$ cat config.mk
export PLATFORM = sky130hd
export DESIGN_NAME = memlibc_memory_bist_step_scheduler
export DESIGN_NICKNAME = d
export VERILOG_FILES = /design/src/rtl/memlibc_memory_bist_step_scheduler.sv
export SDC_FILE = /design/constraint.sdc
export NUM_CORES = 1
export LEC_CHECK = 0
export BUFFER_PORTS_ARGS = -buffer_cell sky130_fd_sc_hd__clkbuf_2
export CORE_UTILIZATION = 35
export CTS_CLUSTER_DIAMETER = 120
export CTS_CLUSTER_SIZE = 16
export DETAILED_ROUTE_END_ITERATION = 8
export PLACE_DENSITY = 0.64
export SETUP_SLACK_MARGIN = 0.5
export SYNTH_ARGS = -nofsm -noshare
export SYNTH_HDL_FRONTEND = slang
export SYNTH_SLANG_ARGS = --single-unit
$ cat constraint.sdc
create_clock -name bist_clk -period 2.8 [get_ports bist_clk]
set_clock_uncertainty 0.2 [all_clocks]
set_input_delay 0.28 -clock bist_clk [delete_from_list [all_inputs] [get_ports bist_clk]]
set_output_delay 0.28 -clock bist_clk [all_outputs]
set_load 0.05 [all_outputs]
$ cat src/rtl/memlibc_memory_bist_step_scheduler.sv
// Runs the masked memory BIST controllers one at a time, lowest index first, and collects their pass/fail.
// Optional RUN watchdog: define MEMLIBC_BIST_SCHED_TIMEOUT_EN.
module memlibc_memory_bist_step_scheduler #(
  parameter int unsigned NUM_CTRL       = 4,
  parameter int unsigned IDX_W          = 2,
  parameter int unsigned TIMEOUT_CYCLES = 65535
) (
  input  logic                bist_clk,
  input  logic                bist_rst_n,
  input  logic                start,
  input  logic                abort,
  input  logic [NUM_CTRL-1:0] ctrl_mask,
  input  logic [NUM_CTRL-1:0] ctrl_done,
  input  logic [NUM_CTRL-1:0] ctrl_go,
  output logic [NUM_CTRL-1:0] ctrl_start,
  output logic [IDX_W-1:0]    cur_idx,
  output logic                busy,
  output logic                all_done,
  output logic                all_go,
  output logic [NUM_CTRL-1:0] fail_vec,
  output logic                timeout_flag
);

  localparam int unsigned WDOG_W   = 20;
  localparam int unsigned IDX_REQ  = (NUM_CTRL > 1) ? $clog2(NUM_CTRL) : 1;

  if (NUM_CTRL < 1 || NUM_CTRL > 16 || IDX_W != IDX_REQ ||
      TIMEOUT_CYCLES < 2 || TIMEOUT_CYCLES > (1 << WDOG_W)) begin : g_bad_param
    $error("memlibc_memory_bist_step_scheduler: illegal parameter set");
  end

  typedef enum logic [2:0] {
    S_IDLE,
    S_SELECT,
    S_RUN,
    S_GAP,
    S_COMPLETE
  } state_e;

  state_e              state_q, state_d;
  logic [NUM_CTRL-1:0] mask_q, mask_d;
  logic [NUM_CTRL-1:0] ctrl_start_q, ctrl_start_d;
  logic [IDX_W-1:0]    cur_idx_q, cur_idx_d;
  logic                busy_q, busy_d;
  logic                all_done_q, all_done_d;
  logic                all_go_q, all_go_d;
  logic [NUM_CTRL-1:0] fail_vec_q, fail_vec_d;
  logic                timeout_q, timeout_d;
`ifdef MEMLIBC_BIST_SCHED_TIMEOUT_EN
  logic [WDOG_W-1:0]   wdog_q, wdog_d;
`endif

  logic                sel_found;
  logic [IDX_W-1:0]    sel_idx;

  // Lowest enabled controller at or above the current index.
  always_comb begin
    sel_found = 1'b0;
    sel_idx   = '0;
    for (int i = NUM_CTRL - 1; i >= 0; i--) begin
      if (mask_q[i] && (i >= int'(cur_idx_q))) begin
        sel_found = 1'b1;
        sel_idx   = IDX_W'(i);
      end
    end
  end

  always_comb begin
    state_d      = state_q;
    mask_d       = mask_q;
    ctrl_start_d = ctrl_start_q;
    cur_idx_d    = cur_idx_q;
    busy_d       = busy_q;
    all_done_d   = all_done_q;
    all_go_d     = all_go_q;
    fail_vec_d   = fail_vec_q;
    timeout_d    = timeout_q;
`ifdef MEMLIBC_BIST_SCHED_TIMEOUT_EN
    wdog_d       = wdog_q;
`endif

    unique case (state_q)
      S_IDLE, S_COMPLETE: begin
        if (start && !abort) begin
          mask_d     = ctrl_mask;
          fail_vec_d = '0;
          timeout_d  = 1'b0;
          all_done_d = 1'b0;
          all_go_d   = 1'b0;
          cur_idx_d  = '0;
          busy_d     = 1'b1;
          state_d    = S_SELECT;
        end
      end
      S_SELECT: begin
        if (sel_found) begin
          cur_idx_d    = sel_idx;
          ctrl_start_d = NUM_CTRL'(1) << sel_idx;
          state_d      = S_RUN;
`ifdef MEMLIBC_BIST_SCHED_TIMEOUT_EN
          wdog_d       = '0;
`endif
        end else begin
          busy_d     = 1'b0;
          all_done_d = 1'b1;
          all_go_d   = ~|fail_vec_q;
          state_d    = S_COMPLETE;
        end
      end
      S_RUN: begin
        if (ctrl_done[cur_idx_q]) begin
          fail_vec_d[cur_idx_q] = ~ctrl_go[cur_idx_q];
          ctrl_start_d          = '0;
          state_d               = S_GAP;
        end
`ifdef MEMLIBC_BIST_SCHED_TIMEOUT_EN
        else if (wdog_q == WDOG_W'(TIMEOUT_CYCLES - 1)) begin
          fail_vec_d[cur_idx_q] = 1'b1;
          timeout_d             = 1'b1;
          ctrl_start_d          = '0;
          state_d               = S_GAP;
        end else begin
          wdog_d = wdog_q + WDOG_W'(1);
        end
`endif
      end
      S_GAP: begin
        if (!ctrl_done[cur_idx_q]) begin
          if (cur_idx_q == IDX_W'(NUM_CTRL - 1)) begin
            busy_d     = 1'b0;
            all_done_d = 1'b1;
            all_go_d   = ~|fail_vec_q;
            state_d    = S_COMPLETE;
          end else begin
            cur_idx_d = cur_idx_q + IDX_W'(1);
            state_d   = S_SELECT;
          end
        end
      end
      default: state_d = S_IDLE;
    endcase

    // Abort outranks start and done; the fail history survives it.
    if (abort && (state_q != S_IDLE)) begin
      state_d      = S_IDLE;
      ctrl_start_d = '0;
      busy_d       = 1'b0;
      all_done_d   = 1'b0;
      all_go_d     = 1'b0;
      cur_idx_d    = cur_idx_q;
      fail_vec_d   = fail_vec_q;
      timeout_d    = timeout_q;
    end
  end

  always_ff @(posedge bist_clk or negedge bist_rst_n) begin
    if (!bist_rst_n) begin
      state_q      <= S_IDLE;
      mask_q       <= '0;
      ctrl_start_q <= '0;
      cur_idx_q    <= '0;
      busy_q       <= 1'b0;
      all_done_q   <= 1'b0;
      all_go_q     <= 1'b0;
      fail_vec_q   <= '0;
      timeout_q    <= 1'b0;
`ifdef MEMLIBC_BIST_SCHED_TIMEOUT_EN
      wdog_q       <= '0;
`endif
    end else begin
      state_q      <= state_d;
      mask_q       <= mask_d;
      ctrl_start_q <= ctrl_start_d;
      cur_idx_q    <= cur_idx_d;
      busy_q       <= busy_d;
      all_done_q   <= all_done_d;
      all_go_q     <= all_go_d;
      fail_vec_q   <= fail_vec_d;
      timeout_q    <= timeout_d;
`ifdef MEMLIBC_BIST_SCHED_TIMEOUT_EN
      wdog_q       <= wdog_d;
`endif
    end
  end

  assign ctrl_start = ctrl_start_q;
  assign cur_idx    = cur_idx_q;
  assign busy       = busy_q;
  assign all_done   = all_done_q;
  assign all_go     = all_go_q;
  assign fail_vec   = fail_vec_q;
`ifdef MEMLIBC_BIST_SCHED_TIMEOUT_EN
  assign timeout_flag = timeout_q;
`else
  assign timeout_flag = 1'b0;
`endif

endmodule

[Word level (Yosys, flattened, before mapping)]
Cells that the tools add are included.
Cells by class
  reductions and logical operators: 22
  bitwise gates (word level): 2
  shift-type cells: 1
  add/subtract/negate cells: 1
  equality and inequality tests: 16
  mux-type cells: 51
  magnitude comparators: 5
Operators with widths (number)
  1-bit 2-to-1 mux: 21
  4-bit 2-to-1 mux: 5
  3-bit 2-to-1 mux: 6
  3-bit inequality test, second input constant: 6
  2-bit 2-to-1 mux: 8
  4-bit one-hot mux with 2 select lines: 2
  3-bit one-hot mux with 4 select lines: 1
  2-bit inequality test, second input constant: 5
  1-bit one-hot mux with 3 select lines: 3
  3-bit nonzero test: 3
  3-bit by 2-bit equality test with 1-bit output, second input constant: 2
  1-bit logical AND: 6
  2-bit one-hot mux with 3 select lines: 1
  3-bit AND reduction: 2
  6-bit AND reduction: 1
  5-bit AND reduction: 1
  1-bit binary-select mux with 2-bit select: 2
  4-bit bitwise mux: 1
  1-bit by 2-bit greater-or-equal comparator with 1-bit output, first input constant: 2
  4-bit AND reduction: 1
  4-bit nonzero test: 1
  4-bit OR reduction: 1
  1-bit by 2-bit left shift with 4-bit output, first input constant: 1
  3-bit by 1-bit equality test with 1-bit output, second input constant: 1
  13 further kinds: 15
Storage, ports and cells
  output and inout port bits: 14
  input port bits: 16
  register bits: 20
  logic and storage cells: 106

[Longest topological paths before layout]
  word-level depth: 9
  depth in mapped cells: 7
  depth with buffers taken out: 7

[Worst setup path after synthesis]
No wires, ideal clock.
  path type: register -> register
  start: reg cur_idx_q[0], in the netlist cur_idx[0]
  end: reg busy_q, in the netlist busy
  setup slack: 0.234 ns
  buffers on the path: 0
  required time: 2.480 ns
  clock period less this slack: 2.566 ns
  data arrival time: 2.247 ns
  library setup time: 0.120 ns
  stages on the path, launching flop included: 8
  cell sequence: dfrtp_1 inv_1 ha_1 and2_1 a2111oi_4 o21ai_2 a211o_1 a31o_1
On the way
  longest elaborated chain between the ends: 7
  elaborated cells on any way between the ends: 16
  classes of those cells: 3 x order compare; 4 x eq/ne; 5 x mux; 4 x reduce/logical
RTL lines
  start: declaration: RTL line 43  | logic [IDX_W-1:0] cur_idx_q, cur_idx_d;
  start signal: assignment: RTL line 174  | cur_idx_q <= cur_idx_d;
  2-bit greater-or-equal comparator: RTL line 61  | if (mask_q[i] && (i >= int'(cur_idx_q))) begin
  1-bit logical AND: RTL line 61
  1-bit 2-to-1 mux (3 in series): RTL line 61
  3-bit inequality test (no line)
  5-bit AND reduction (no line) *
  end signal: assignment: RTL line 175  | busy_q <= busy_d;
  end: declaration: RTL line 44  | logic busy_q, busy_d;
Mark *: on every way between the ends. The rest lies on a longest branch, timed or not. The select of a mux whose other input is x is not followed.
A chain may end at the register's enable or synchronous reset.

[Worst setup path in the final report]
  start: reg cur_idx_q[1], in the netlist cur_idx[1]
  end: reg busy_q, in the netlist busy
The elaborated chain is that of the path after synthesis.

==> flow_summary.toml <==
[outcome]
status = "finished clean"

[sta]
tns_ns = 0
setup_ws_ns = 0.6144
period_minus_slack_ns = 2.186
rsz0062_at_grt = "no"
slew-limit-headroom = 0.6265
fmax_mhz = 457.5
period_share = 0.7806
hold_violations = 0
drv_slew = 0
finalSetupViolations = 0
tightest_slew_ns = 0.5603

[pwr]
p_leak_nw = 0.7085
power.density_mw_per_mm2 = 851.5
ir_drop_uv = 422.2

[grt]
grt_max_degree = 21
grt_overflow = 0
grtUsageTotal = 0.1583
antenna_found_initial = 0
grt_pass1_vias = 988
grt_pass1_wl_mm = 4.416

[route]
wl_per_cell_um = 13.07
first_pass_iters = 4
drt-met1-wl_mm = 1.220
top_layer = "met4"
drt-initial-drc-count = 34
route.met2.wl_mm = 1.351
wirelength_mm = 2.679
drc = 0
vias = 1056
dr_wl_met3_um = 91
ant_nets = 0
viasPerCell = 5.151

[critical_path]
rr_endpoint = "busy"
startpoint = "cur_idx[1]"
path_class = "reg -> reg"
cpPeakStageDelay_ns = 0.44
rrSetupSlack_ns = 0.61
worst_ep_arrival_time_ns = 2.17
endpoint_kind = "flop"
crit_chain = "inv_2 > ha_2 > nand2b_4 > a2111oi_4 > o21ai_2 > a211o_1 > a31o_1"
crit_end = "busy"
crit_path_top_delay_cell = "dfrtp_2"
path_max_fanout = 6
r2r_start = "cur_idx[1]"
crit_required_ns = 2.79
rr_worst_depth = 7
start_kind = "flop"

[placed_design]
portBuffers = 28
routabilityCongestion = 0.8179
placed_cell_area_mm2 = 0.001414
dp_slack_ns = 0.5397
hpwl_mm = 2.116

[clocking]
cts.reportedPaths.clkPinSlew_ns = 0.12
clkSinkCount = 20
root_buffer = "clkbuf_4"
numCtsBuffers = 3
cts_htree_levels = 1
tritoncts = "yes"
clk_latency_ns = 0.30
cts_buffer_depth = 2

[synth]
syn_nets = 146
ys_warn_count = 0
synth.avg_cell_area_um2 = 9.861
synth-edff-count = 0
synthFlopType = "dfrtp_1"
ys_seq_elements = 20
syn_area_mm2 = 0.001242
async_flop_share = 1.000
netlist_instances = 126
yosysSeqAreaShare = 0.4028
ys_types = 45

[cells_and_area]
fin_area_mm2 = 0.001536
layout_commonest_cell = "clkbuf_2"
syn2layout_area_growth_pct = 23.67
fillers = 359
n_antenna_cell = 0
finalNetCount = 180
final_util = 0.4568
mostFrequentLayoutCells = "clkbuf_2, dfrtp_1, nand2_1, nor2_1, nor3_1"
multiInputGateArea_um2 = 698.2
layout-drive-gt1-share = 0.3585
regArea_um2 = 503.0

[die]
io_pins = 30
core_area_mm2 = 0.003363
die_area_mm2 = 0.003792
start_util = 0.3694
row_count = 21
die_y_um = 61.58
die_w_um = 61.58

[min_path]
min_from = "ctrl_mask[3]"
hold_path_class = "in -> reg"

[run]
maxCapViolations = 0
[routing by layer]
metal,vias to the layer above,GRT usage
met5,-,0
met4,0,0.01905
met3,2,0.04412
met2,19,0.2688
met1,508,0.2073
li1,527,-
[worst max-delay path, delay by kind of cell (launching register included)]
kind	cells	cell delay (ns)
adder cells (fa/ha/maj)	1	0.18
AND/OR/NAND/NOR	1	0.15
AO/OA/AOI/OAI	4	1.02
flip-flops	1	0.44
buffers and inverters	1	0.07
[cell families after synthesis]
kind of cell,count (synthesis),share of synthesized area
adders and majority gates,4,0.04028
buffers and inverters,12,0.04733
AOI/OAI and AO/OA,33,0.2135
muxes,6,0.07553
other,1,0.003018
and+or+nand+nor,50,0.2175
DFF,20,0.4028
[where the power goes]
group | total [W] | switching (W) | internal [W]
combinational | 0.000630 | 0.000404 | 0.000226
sequential | 0.000449 | 0.0000873 | 0.000362
clock | 0.000229 | 0.0000847 | 0.000145
total | 0.00131 | 0.000576 | 0.000732
[stage by stage]
step | hold WS [ns] | std cells | total power [W]
after global routing | 0.0006199 | 205 | 0.001397
final | 0.01488 | 205 | 0.001308
after floorplan | -0.2156 | 126 | 0.0009165
after CTS | 0.004669 | 203 | 0.001295
after detailed placement | 0.06704 | 195 | 0.001056
after global placement | 0.06335 | 195 | 0.001048
[cell type report]
cell class,count,area share
multi-input combinational,94,0.4544
sequential,20,0.3274
timing repair buffer,35,0.1319
tap,46,0.03746
clock inverter,1,0.01954
clock buffer,3,0.01466
inverter,6,0.01466
[what timing repair did]
item / in CTS / in global routing
endpoints found under the setup margin: 1 / 3
endpoints found under the hold margin: 23 / 0
pin swaps: 1 / 2
setup buffers: 0 / 2
resized for setup: 0 / 5
hold buffers: 4 / 0
[cells in the mapped netlist (2+ instances only)]
| cell type | count | share of area |
|---|---|---|
| dfrtp_1 | 20 | 0.40 |
| nand2_1 | 13 | 0.039 |
| nor2_1 | 9 | 0.027 |
| nor3_1 | 9 | 0.036 |
| a21oi_1 | 7 | 0.028 |
| inv_1 | 6 | 0.018 |
| nand2b_1 | 5 | 0.025 |
| and3_1 | 4 | 0.020 |
| ha_1 | 4 | 0.040 |
| mux2_2 | 4 | 0.036 |
| o21ai_0 | 4 | 0.016 |
| a211oi_1 | 3 | 0.018 |
| a21o_1 | 3 | 0.018 |
| buf_2 | 2 | 0.0081 |
| o21ai_2 | 2 | 0.014 |
| o311a_2 | 2 | 0.018 |
[flip-flops by register name, indices dropped and copies added, names as in the netlist]
register	flops
cur_idx	2
busy	1
mask_q	4
ctrl_start	4
state_q	3
all_go	1
fail_vec	4
all_done	1
[worst min path at each step]
stage / endpoint / slack [ns] / depth (start not counted)
floorplan: all_done / -0.22 / 0
global placement: state_q[2] / 0.06 / 1
detailed placement: state_q[2] / 0.07 / 1
CTS: mask_q[3] / 0.005 / 2
global route: mask_q[3] / 0.0006 / 2
finish: mask_q[3] / 0.01 / 2
Note: power is estimated with default switching activity, not from simulation.
